### src/rtl/ldpc_wb_stream_bridge.sv
// Wishbone slave bridge: firmware words go through a TX FIFO to the LDPC core.
// Core results come back through an RX FIFO for readout, with a result-pending irq.
module ldpc_wb_stream_bridge #(
    parameter logic [31:0] ADDR_BASE  = 32'h3000_0000,
    parameter int          DEPTH_LOG2 = 3
) (
    input  logic        wb_clk_i,
    input  logic        wb_rst_i,
    input  logic        wbs_cyc_i,
    input  logic        wbs_stb_i,
    input  logic        wbs_we_i,
    input  logic [3:0]  wbs_sel_i,
    input  logic [31:0] wbs_adr_i,
    input  logic [31:0] wbs_dat_i,
    output logic        wbs_ack_o,
    output logic [31:0] wbs_dat_o,
    output logic [31:0] tx_data,
    output logic        tx_valid,
    input  logic        tx_ready,
    input  logic [31:0] rx_data,
    input  logic        rx_valid,
    output logic        rx_ready,
    output logic [2:0]  irq
);
    localparam int            DEPTH      = 1 << DEPTH_LOG2;
    localparam int            CW         = DEPTH_LOG2 + 1;
    localparam logic [CW-1:0] FULL_COUNT = CW'(DEPTH);
    localparam int            TXF        = 0;
    localparam int            RXF        = 1;

    logic               req;
    logic [1:0]         reg_sel;
    logic               wr_txdata, rd_rxdata, wr_ctrl, clear;
    logic               ack_reg, irq_reg, irq_en_reg, tx_ovf_reg, rx_unf_reg;
    logic [31:0]        dat_reg, rd_data, status_word;
    logic [1:0]         fifo_push, fifo_pop, fifo_full, fifo_empty;
    logic [1:0][31:0]   fifo_wdata, fifo_head;
    logic [1:0][CW-1:0] fifo_count;
    logic               unused_ok;

    assign unused_ok = ^{wbs_sel_i, wbs_adr_i[1:0]};

    // A request is only taken while no ack is outstanding, giving one ack per strobe.
    assign req       = wbs_cyc_i & wbs_stb_i & ~ack_reg & (wbs_adr_i[31:4] == ADDR_BASE[31:4]);
    assign reg_sel   = wbs_adr_i[3:2];
    assign wr_txdata = req & wbs_we_i & (reg_sel == 2'd0);
    assign rd_rxdata = req & ~wbs_we_i & (reg_sel == 2'd1);
    assign wr_ctrl   = req & wbs_we_i & (reg_sel == 2'd3);
    assign clear     = wr_ctrl & wbs_dat_i[1];

    always_comb begin
        fifo_pop   = '0;
        fifo_push  = '0;
        fifo_wdata = '0;
        fifo_pop[TXF]   = ~fifo_empty[TXF] & tx_ready;
        // A full TX FIFO still accepts a word when its head leaves on the same edge.
        fifo_push[TXF]  = wr_txdata & (~fifo_full[TXF] | fifo_pop[TXF]);
        fifo_wdata[TXF] = wbs_dat_i;
        fifo_push[RXF]  = rx_valid & ~fifo_full[RXF];
        fifo_pop[RXF]   = rd_rxdata & ~fifo_empty[RXF];
        fifo_wdata[RXF] = rx_data;
    end

    genvar gi;
    generate
        for (gi = 0; gi < 2; gi++) begin : g_fifo
            logic [31:0]           mem [DEPTH];
            logic [DEPTH_LOG2-1:0] wr_ptr_reg, rd_ptr_reg;
            logic [CW-1:0]         count_reg;

            always_ff @(posedge wb_clk_i) begin
                if (fifo_push[gi] & ~clear)
                    mem[wr_ptr_reg] <= fifo_wdata[gi];
            end

            always_ff @(posedge wb_clk_i or posedge wb_rst_i) begin
                if (wb_rst_i) begin
                    wr_ptr_reg <= '0;
                    rd_ptr_reg <= '0;
                    count_reg  <= '0;
                end else if (clear) begin
                    wr_ptr_reg <= '0;
                    rd_ptr_reg <= '0;
                    count_reg  <= '0;
                end else begin
                    if (fifo_push[gi])
                        wr_ptr_reg <= wr_ptr_reg + DEPTH_LOG2'(1);
                    if (fifo_pop[gi])
                        rd_ptr_reg <= rd_ptr_reg + DEPTH_LOG2'(1);
                    count_reg <= count_reg + CW'(fifo_push[gi]) - CW'(fifo_pop[gi]);
                end
            end

            assign fifo_head[gi]  = mem[rd_ptr_reg];
            assign fifo_count[gi] = count_reg;
            assign fifo_full[gi]  = (count_reg == FULL_COUNT);
            assign fifo_empty[gi] = (count_reg == '0);
        end
    endgenerate

    assign status_word = {20'd0, 4'(fifo_count[RXF]), 4'(fifo_count[TXF]),
                          rx_unf_reg, tx_ovf_reg, fifo_empty[RXF], fifo_full[TXF]};

    always_comb begin
        rd_data = '0;
        case (reg_sel)
            2'd1:    rd_data = fifo_empty[RXF] ? 32'd0 : fifo_head[RXF];
            2'd2:    rd_data = status_word;
            2'd3:    rd_data = {31'd0, irq_en_reg};
            default: rd_data = '0;
        endcase
    end

    always_ff @(posedge wb_clk_i or posedge wb_rst_i) begin
        if (wb_rst_i) begin
            ack_reg    <= 1'b0;
            dat_reg    <= '0;
            irq_reg    <= 1'b0;
            irq_en_reg <= 1'b0;
            tx_ovf_reg <= 1'b0;
            rx_unf_reg <= 1'b0;
        end else begin
            ack_reg <= req;
            if (req & ~wbs_we_i)
                dat_reg <= rd_data;
            irq_reg <= irq_en_reg & ~fifo_empty[RXF];
            if (clear) begin
                tx_ovf_reg <= 1'b0;
                rx_unf_reg <= 1'b0;
            end else begin
                if (wr_txdata & fifo_full[TXF] & ~fifo_pop[TXF])
                    tx_ovf_reg <= 1'b1;
                if (rd_rxdata & fifo_empty[RXF])
                    rx_unf_reg <= 1'b1;
            end
            // A flush write leaves the interrupt enable as it was.
            if (wr_ctrl & ~wbs_dat_i[1])
                irq_en_reg <= wbs_dat_i[0];
        end
    end

    assign wbs_ack_o = ack_reg;
    assign wbs_dat_o = dat_reg;
    assign tx_valid  = ~fifo_empty[TXF];
    assign tx_data   = fifo_empty[TXF] ? 32'd0 : fifo_head[TXF];
    assign rx_ready  = ~fifo_full[RXF];
    assign irq       = {2'b00, irq_reg};
endmodule

### config.mk
export PLATFORM = sky130hd
export DESIGN_NAME = ldpc_wb_stream_bridge
export DESIGN_NICKNAME = d
export VERILOG_FILES = /design/src/rtl/ldpc_wb_stream_bridge.sv
export SDC_FILE = /design/constraint.sdc
export NUM_CORES = 1
export LEC_CHECK = 0
export CAP_MARGIN = 20
export CORE_ASPECT_RATIO = 1.1
export CORE_UTILIZATION = 50
export CTS_CLUSTER_SIZE = 28
export DETAILED_ROUTE_END_ITERATION = 10
export PLACE_DENSITY = 0.77
export SYNTH_ARGS = -nofsm -noshare
export SYNTH_HDL_FRONTEND = slang
export SYNTH_SLANG_ARGS = --single-unit
### constraint.sdc
create_clock -name wb_clk_i -period 5 [get_ports wb_clk_i]
set_input_delay 1.25 -clock wb_clk_i [delete_from_list [all_inputs] [get_ports wb_clk_i]]
set_output_delay 1.25 -clock wb_clk_i [all_outputs]
set_load 0.1 [all_outputs]
==> run summary, run 1 <==
SYNTHESIS
-----------------------------------------------------------------------------------------------
Flop and latch count out of synthesis                                                       569
Dominant combinational cell family by area after synthesis                         multiplexers
Most frequently used flop master after synthesis                                   sky130_fd_sc_hd__edfxtp_1
Asr flop ratio synth                                                                      0.100
Part of the Yosys area used for sequential elements                                       0.748
Basic-gate share of the synthesized area counting and, or, nand and nor cells            0.0391
Adder-cell share of the synthesized area                                                 0.0107
Count of cell types in the netlist                                                           52
Post-synth EDFFs                                                                            512
Share of cell area taken by muxes after synthesis                                         0.161
XOR/XNOR Fraction of Synth Area                                                         0.00312
Yosys warnings                                                                                0
Synthesized cell area                                                              22,500 sq um
Compound-cell area share of the yosys netlist                                            0.0201
Mean cell area of the mapped netlist                                                 20.4 sq um
Instance count of the mapped netlist                                                      1,103

POWER AND IR DROP
-----------------------------------------------------------------------------------------------
Static power due to leakage                                                             8.91 nW
Total power                                                                             14.0 mW
PwrDens                                                                             522 nW/um^2
Switch Pwr                                                                              4.75 mW
Logic gate share of total power                                                           0.290
Share of total power in sequential cells                                                  0.417
Switching power share of the total                                                        0.340
Worst vdd ir                                                                           0.393 mV
Cell-internal power                                                                     9.22 mW
Clock power share                                                                         0.293

CLOCK NETWORK
-----------------------------------------------------------------------------------------------
Number of clock buffers inserted by TritonCTS                                                53
Post-CTS Hold Fix Bufs                                                                        0
Insertion delay of the later-clocked pin in the worst-skew pair                         0.61 ns
Clock Root Buffer                                                                  sky130_fd_sc_hd__clkbuf_16
Post-CTS Setup Bufs                                                                           0
Total number of H-tree levels                                                                 2
Post-cts repair resize count                                                                  0
Maximum clock path buffer count                                                               3
TritonCTS clock tree                                                                      built
Number of clock sinks                                                                       569
Clock input transition at the sequential cells of the worst setup and hold paths        0.06 ns

STA
-----------------------------------------------------------------------------------------------
Worst-margin pin slew                                                                   1.09 ns
Final TNS setup                                                                            0 ns
Fmax                                                                                    248 MHz
Smallest setup slack after layout                                                      0.969 ns
Number of failing setup endpoints in the final timing report                                  0
Worst-case clock skew                                                                 0.0320 ns
Share of the cycle needed by the critical path after routing                              0.806
Worst slew margin relative to its limit                                                   0.270
Hold Fails Final Rpt                                                                          0
Fin crit period                                                                         4.03 ns
Fin. max-slew vios                                                                            0
Setup repair after global routing missed its margin                                       false

DRT
-----------------------------------------------------------------------------------------------
Residual DRC count                                                                            0
Antenna violation net count after detailed routing                                            0
Avg WL per Cell                                                                         23.8 um
Iteration-0 DRC count of the detailed router                                                751
Length of the first detailed-routing pass in iterations                                       5
Vias                                                                                     11,000
Wire length after detailed routing                                                    45,600 um
Via/cell ratio                                                                             5.74

GLOBAL ROUTING
-----------------------------------------------------------------------------------------------
Total grt overflow                                                                            0
Initial antenna violation count                                                               8
Maximum number of pins on one net before global-route repair                                 63
Number of global-route vias before repair                                                11,400
GRT Overall Usage                                                                         0.204
Global-route wire length before repair                                                68,800 um

WORST SETUP PATH
-----------------------------------------------------------------------------------------------
Required arrival time at the worst endpoint                                             3.75 ns
Number of cells on the critical path                                                          5
Critical path class                                                                flip-flop to output pin
WP data arrival                                                                         2.78 ns
Crit path launch type                                                                 flip-flop
Cell family with the largest share of critical-path delay                          multiplexers
Worst Reg-to-Reg Cells                                                                       10
Cell breakdown of the critical path                                                buf_4 > mux4_2 > mux2i_1 > nor2_1 > buf_4
Cell occurring most often along the worst timing path                              sky130_fd_sc_hd__buf_4
Worst Setup End Kind                                                                 output pin
CP max-delay cell                                                                  sky130_fd_sc_hd__dfrtp_4
Largest stage delay on the critical path                                                0.70 ns
Worst path bufs/invs                                                                          2
Max FO, Critical Path                                                                        20

PLACEMENT
-----------------------------------------------------------------------------------------------
Post-place setup slack                                                                 0.765 ns
Port Buf Inserts                                                                            168
Post-detail-place hpwl                                                                25,700 um
Routability Congestion                                                                    0.734
Dpl cells                                                                                 1,818

DIE
-----------------------------------------------------------------------------------------------
Standard-cell row count                                                                      81
Die height                                                                               224 um
Ports                                                                                       177
Die width                                                                                204 um
Initial Utilization                                                                       0.506
Die Footprint                                                                      45,800 sq um
Floorplan Core Area                                                                44,400 sq um

CELLS AND AREA
-----------------------------------------------------------------------------------------------
Post-route core utilization                                                               0.603
Synth-to-Final Area Change                                                                19.2%
Most frequent cells in the layout                                                  512 x sky130_fd_sc_hd__edfxtp_1, 135 x sky130_fd_sc_hd__clkdlybuf4s50_1, 128 x sky130_fd_sc_hd__mux4_2
Number of flip-flops in the largest register                                                512
Layout Nets                                                                               1,417
Leading cell type in the layout, fill and taps excluded                            sky130_fd_sc_hd__edfxtp_1
Non-filler cells, final                                                                   1,919
Layout cells sized above 1                                                                0.250

WORST HOLD PATH
-----------------------------------------------------------------------------------------------
Worst Hold Path Cells                                                                         1
Worst Hold Class                                                                   flip-flop to flip-flop

RUN STATUS
-----------------------------------------------------------------------------------------------
Result of the run                                                                     completed

JOB
-----------------------------------------------------------------------------------------------
Max-cap violations                                                                            0

==> routing by layer <==
layer	global-route usage	up-vias	wire, um
met5	0	-	85
met4	0.0520	12	859
met3	0.0571	79	3630
met2	0.338	367	22800
met1	0.268	5717	18300
li1	-	4848	-
==> cell usage after synthesis, types with 5 or more instances <==
master                      instances  area share
sky130_fd_sc_hd__mux2_2            23       0.012
sky130_fd_sc_hd__edfxtp_1         512        0.68
sky130_fd_sc_hd__clkbuf_1          30      0.0050
sky130_fd_sc_hd__ha_1              16      0.0089
sky130_fd_sc_hd__buf_2             18      0.0040
sky130_fd_sc_hd__nor2_1            44      0.0073
sky130_fd_sc_hd__nand2_1           47      0.0079
sky130_fd_sc_hd__a2bb2oi_1         10      0.0039
sky130_fd_sc_hd__inv_1             23      0.0038
sky130_fd_sc_hd__nand3_1            6      0.0013
sky130_fd_sc_hd__nor4_1            10      0.0028
sky130_fd_sc_hd__xnor2_1            5      0.0019
sky130_fd_sc_hd__nor2b_1            7      0.0019
sky130_fd_sc_hd__and4_1             5      0.0019
sky130_fd_sc_hd__a21oi_1           23      0.0051
sky130_fd_sc_hd__o31ai_1            6      0.0020
sky130_fd_sc_hd__mux2i_1           48       0.021
sky130_fd_sc_hd__o2bb2ai_1         12      0.0047
sky130_fd_sc_hd__buf_1              6      0.0010
sky130_fd_sc_hd__buf_4             11      0.0037
sky130_fd_sc_hd__mux4_2           128        0.13
sky130_fd_sc_hd__dfrtp_1           57       0.063
==> power by group through the flow <==
| stage | Sequential, mW | Combinational [mW] | Clock [mW] |
|---|---|---|---|
| 6_report | 5.82 | 4.06 | 4.09 |
| 2_1_floorplan | 5.77 | 3.24 | 0 |
| 5_1_grt | 5.87 | 4.27 | 4.34 |
| 3_3_place_gp | 5.90 | 4.06 | 0 |
| 4_1_cts | 5.83 | 4.11 | 4.17 |
| 3_5_place_dp | 5.93 | 4.10 | 0 |
==> per-stage QoR <==
step / hold WS, ns / cell area (sq um)
3_3_place_gp: 0.489 / 25000
5_1_grt: 0.524 / 26800
2_1_floorplan: 0.481 / 22500
4_1_cts: 0.505 / 26800
3_5_place_dp: 0.486 / 25000
6_report: 0.501 / 26800
==> logic make-up (layout without fill, tap and decap cells) <==
| group | Yosys count | after routing |
|---|---|---|
| xor gates and xnor gates | 8 | 8 |
| AOI/OAI and AO/OA | 64 | 64 |
| buffers and inverters | 90 | 322 |
| adders and majority gates | 18 | 18 |
| and+or+nand+nor | 154 | 154 |
| other | 1 | 4 |
| DFF | 569 | 569 |
| muxes | 199 | 199 |
==> final cells by class <==
class / count / area [sq um]
fill: 3098 / 17600
sequential: 569 / 16800
multi-input combinational: 445 / 5400
timing repair buffer: 199 / 1960
clock buffer: 65 / 1400
tap: 581 / 727
clock inverter: 34 / 394
inverter: 24 / 91.3
antenna: 2 / 5.00
==> final timing paths <==
path | from | slack [ns] | end
min in group asynchronous | wb_rst_i | 1.16 | wbs_dat_o[20]
min | wbs_dat_o[4] | 0.50 | wbs_dat_o[4]
max in group asynchronous | wb_rst_i | 2.90 | g_fifo[0].rd_ptr_reg[1]
max reg2reg | g_fifo[0].count_reg[2] | 1.65 | g_fifo[0].count_reg[2]
max | g_fifo[0].rd_ptr_reg[0] | 0.97 | tx_data[19]
min reg2reg | wbs_dat_o[4] | 0.50 | wbs_dat_o[4]
==> worst register-to-register path, delay by kind of cell, from the launching register on <==
kind / cells / cell delay, ns
adder cells (fa/ha/maj): 3 / 0.83
XOR/XNOR: 1 / 0.14
buffers and inverters: 2 / 0.31
AO/OA/AOI/OAI: 1 / 0.39
AND/OR/NAND/NOR: 3 / 1.16
flip-flops: 1 / 0.40
Power figures use the tool's default switching activity.
==> inputs of run 2 (changes only) <==
- PLACE_DENSITY: 0.77 -> 0.74
- clock period: 5 -> 4.1 ns (I/O delays scaled with it)
==> run summary, run 2 (synthesis results as in run 1) <==
PLACEMENT
-----------------------------------------------------------------------------------------------
Routability Congestion                                                                    0.743
Port Buf Inserts                                                                            168
Cell area reported after detailed placement                                        25,100 sq um
Post-detail-place hpwl                                                                26,700 um
Post-place setup slack                                                                 0.253 ns
Dpl cells                                                                                 1,823

DIE
-----------------------------------------------------------------------------------------------
Standard-cell row count                                                                      81
Die Footprint                                                                      45,800 sq um
Die height                                                                               224 um
Floorplan Core Area                                                                44,400 sq um
Die width                                                                                204 um
Initial Utilization                                                                       0.506
Ports                                                                                       177

STA
-----------------------------------------------------------------------------------------------
Number of failing setup endpoints in the final timing report                                  0
Smallest setup slack after layout                                                      0.306 ns
Fin crit period                                                                         3.79 ns
Worst-case clock skew                                                                 0.0164 ns
Fmax                                                                                    264 MHz
Worst-margin pin slew                                                                   1.07 ns
Share of the cycle needed by the critical path after routing                              0.925
Fin. max-slew vios                                                                            0
Setup repair after global routing missed its margin                                       false
Hold Fails Final Rpt                                                                          0
Worst slew margin relative to its limit                                                   0.285

CELLS AND AREA
-----------------------------------------------------------------------------------------------
Post-route cell area                                                               26,800 sq um
Number of flip-flops in the largest register                                                512
Area of the multi-input gates                                                        5450 sq um
Non-filler cells, final                                                                   1,928
Leading cell type in the layout, fill and taps excluded                            sky130_fd_sc_hd__edfxtp_1
Layout cells sized above 1                                                                0.246
Filler cell count in the final layout                                                     3,183
Synth-to-Final Area Change                                                                19.2%
Area taken by flip-flops and latches                                               16,800 sq um
Most frequent cells in the layout                                                  512 x sky130_fd_sc_hd__edfxtp_1, 134 x sky130_fd_sc_hd__clkdlybuf4s50_1, 128 x sky130_fd_sc_hd__mux4_2
Layout Nets                                                                               1,424

POWER AND IR DROP
-----------------------------------------------------------------------------------------------
Total power                                                                             16.8 mW
Share of total power in sequential cells                                                  0.424
Worst vdd ir                                                                           0.397 mV
Logic gate share of total power                                                           0.298
PwrDens                                                                             627 nW/um^2
Cell-internal power                                                                     11.0 mW
Clock power share                                                                         0.278
Static power due to leakage                                                             8.91 nW
Switch Pwr                                                                              5.82 mW
Switching power share of the total                                                        0.347

GLOBAL ROUTING
-----------------------------------------------------------------------------------------------
GR Layer Usage met3                                                                      0.0494
GRT met2 Usage                                                                            0.350
Initial antenna violation count                                                               8
Number of global-route vias before repair                                                12,000
Global-route track usage on met1                                                          0.281
GRT Max-Usage Layer                                                                        met2
Global-route wire length before repair                                                71,700 um
Total grt overflow                                                                            0
Maximum number of pins on one net before global-route repair                                 57
GRT Overall Usage                                                                         0.211

WORST SETUP PATH
-----------------------------------------------------------------------------------------------
Worst Reg-to-Reg Cells                                                                        9
Crit path launch type                                                                 flip-flop
Critical path class                                                                flip-flop to output pin
WP data arrival                                                                         2.77 ns
Required arrival time at the worst endpoint                                             3.07 ns
Flop2flop setup slack                                                                   1.11 ns
Max FO, Critical Path                                                                        23
Worst Setup End Kind                                                                 output pin

CLOCK NETWORK
-----------------------------------------------------------------------------------------------
Post-CTS Setup Bufs                                                                           0
Total number of H-tree levels                                                                 2
Clock Root Buffer                                                                  sky130_fd_sc_hd__clkbuf_16
Maximum clock path buffer count                                                               3
Post-cts repair resize count                                                                  0
Clock input transition at the sequential cells of the worst setup and hold paths        0.06 ns
TritonCTS clock tree                                                                      built
Post-CTS Hold Fix Bufs                                                                        0
Number of clock buffers inserted by TritonCTS                                                55
Number of clock sinks                                                                       569
Insertion delay of the later-clocked pin in the worst-skew pair                         0.60 ns

WORST HOLD PATH
-----------------------------------------------------------------------------------------------
Worst Hold Class                                                                   flip-flop to flip-flop
Worst Hold Path Cells                                                                         1

DRT
-----------------------------------------------------------------------------------------------
Vias                                                                                     11,100
Length of the first detailed-routing pass in iterations                                       6
Antenna violation net count after detailed routing                                            0
Avg WL per Cell                                                                         24.2 um
Iteration-0 DRC count of the detailed router                                                844
Residual DRC count                                                                            0
Wire length after detailed routing                                                    46,700 um
Via/cell ratio                                                                             5.78

JOB
-----------------------------------------------------------------------------------------------
Max-cap violations                                                                            0

RUN STATUS
-----------------------------------------------------------------------------------------------
Result of the run                                                                     completed

-- run 2: cell count changes in the layout (fill, tap and decap cells not counted), moves of 3 or more --
cell,previous run,this run
sky130_fd_sc_hd__nor4_2,6,3
sky130_fd_sc_hd__clkinvlp_4,6,1
sky130_fd_sc_hd__clkbuf_1,9,19
sky130_fd_sc_hd__bufinv_16,7,1
sky130_fd_sc_hd__nor4b_2,4,0
sky130_fd_sc_hd__nor4_4,8,11
sky130_fd_sc_hd__buf_12,10,14
sky130_fd_sc_hd__nor4b_4,0,4
-- run 2: power groups by stage --
stage	sequential (mW)	combinational, mW	clock [mW]
2_1_floorplan	7.01	4.00	0
3_3_place_gp	7.22	4.99	0
3_5_place_dp	7.25	5.06	0
4_1_cts	7.14	5.07	4.78
5_1_grt	7.18	5.28	4.98
6_report	7.13	5.00	4.67
-- run 2: area by class of cell --
| cell class | count | area share |
|---|---|---|
| Sequential cell | 569 | 0.628 |
| Multi-Input combinational cell | 445 | 0.204 |
| Tap cell | 581 | 0.0271 |
| Inverter | 24 | 0.00341 |
| Timing Repair Buffer | 204 | 0.0762 |
| Antenna cell | 4 | 0.000374 |
| Clock inverter | 25 | 0.00663 |
| Clock buffer | 76 | 0.0551 |
-- run 2: per-layer routing --
metal,up-vias,routed length (um)
met4,6,865
met3,72,3320
met1,5822,19000
li1,4866,-
met2,382,23500
met5,-,37
-- run 2: critical path, stage by stage, from the launching register on --
cell                      delay [ns]
sky130_fd_sc_hd__dfrtp_4        0.75
sky130_fd_sc_hd__buf_4          0.38
sky130_fd_sc_hd__mux4_2         0.53
sky130_fd_sc_hd__mux2i_1        0.14
sky130_fd_sc_hd__nor2_1         0.08
sky130_fd_sc_hd__buf_4          0.26
-- run 2: worst paths after layout --
| check | startpoint | to |
|---|---|---|
| worst min-delay path | wbs_dat_o[6] | wbs_dat_o[6] |
| max in group asynchronous | wb_rst_i | g_fifo[0].rd_ptr_reg[0] |
| worst max-delay path | g_fifo[0].rd_ptr_reg[0] | tx_data[4] |
| min in group asynchronous | wb_rst_i | wbs_dat_o[26] |
| worst max register to register | g_fifo[1].count_reg[2] | g_fifo[1].count_reg[2] |
| worst min register to register | wbs_dat_o[6] | wbs_dat_o[6] |
-- run 2: stage by stage --
step | utilization | hold slack (ns) | setup TNS [ns]
final | 0.604 | 0.494 | 0
after global routing | 0.603 | 0.514 | 0
after CTS | 0.603 | 0.504 | 0
after detailed placement | 0.566 | 0.491 | 0
after global placement | 0.566 | 0.476 | 0
after floorplan | - | 0.481 | -73.94
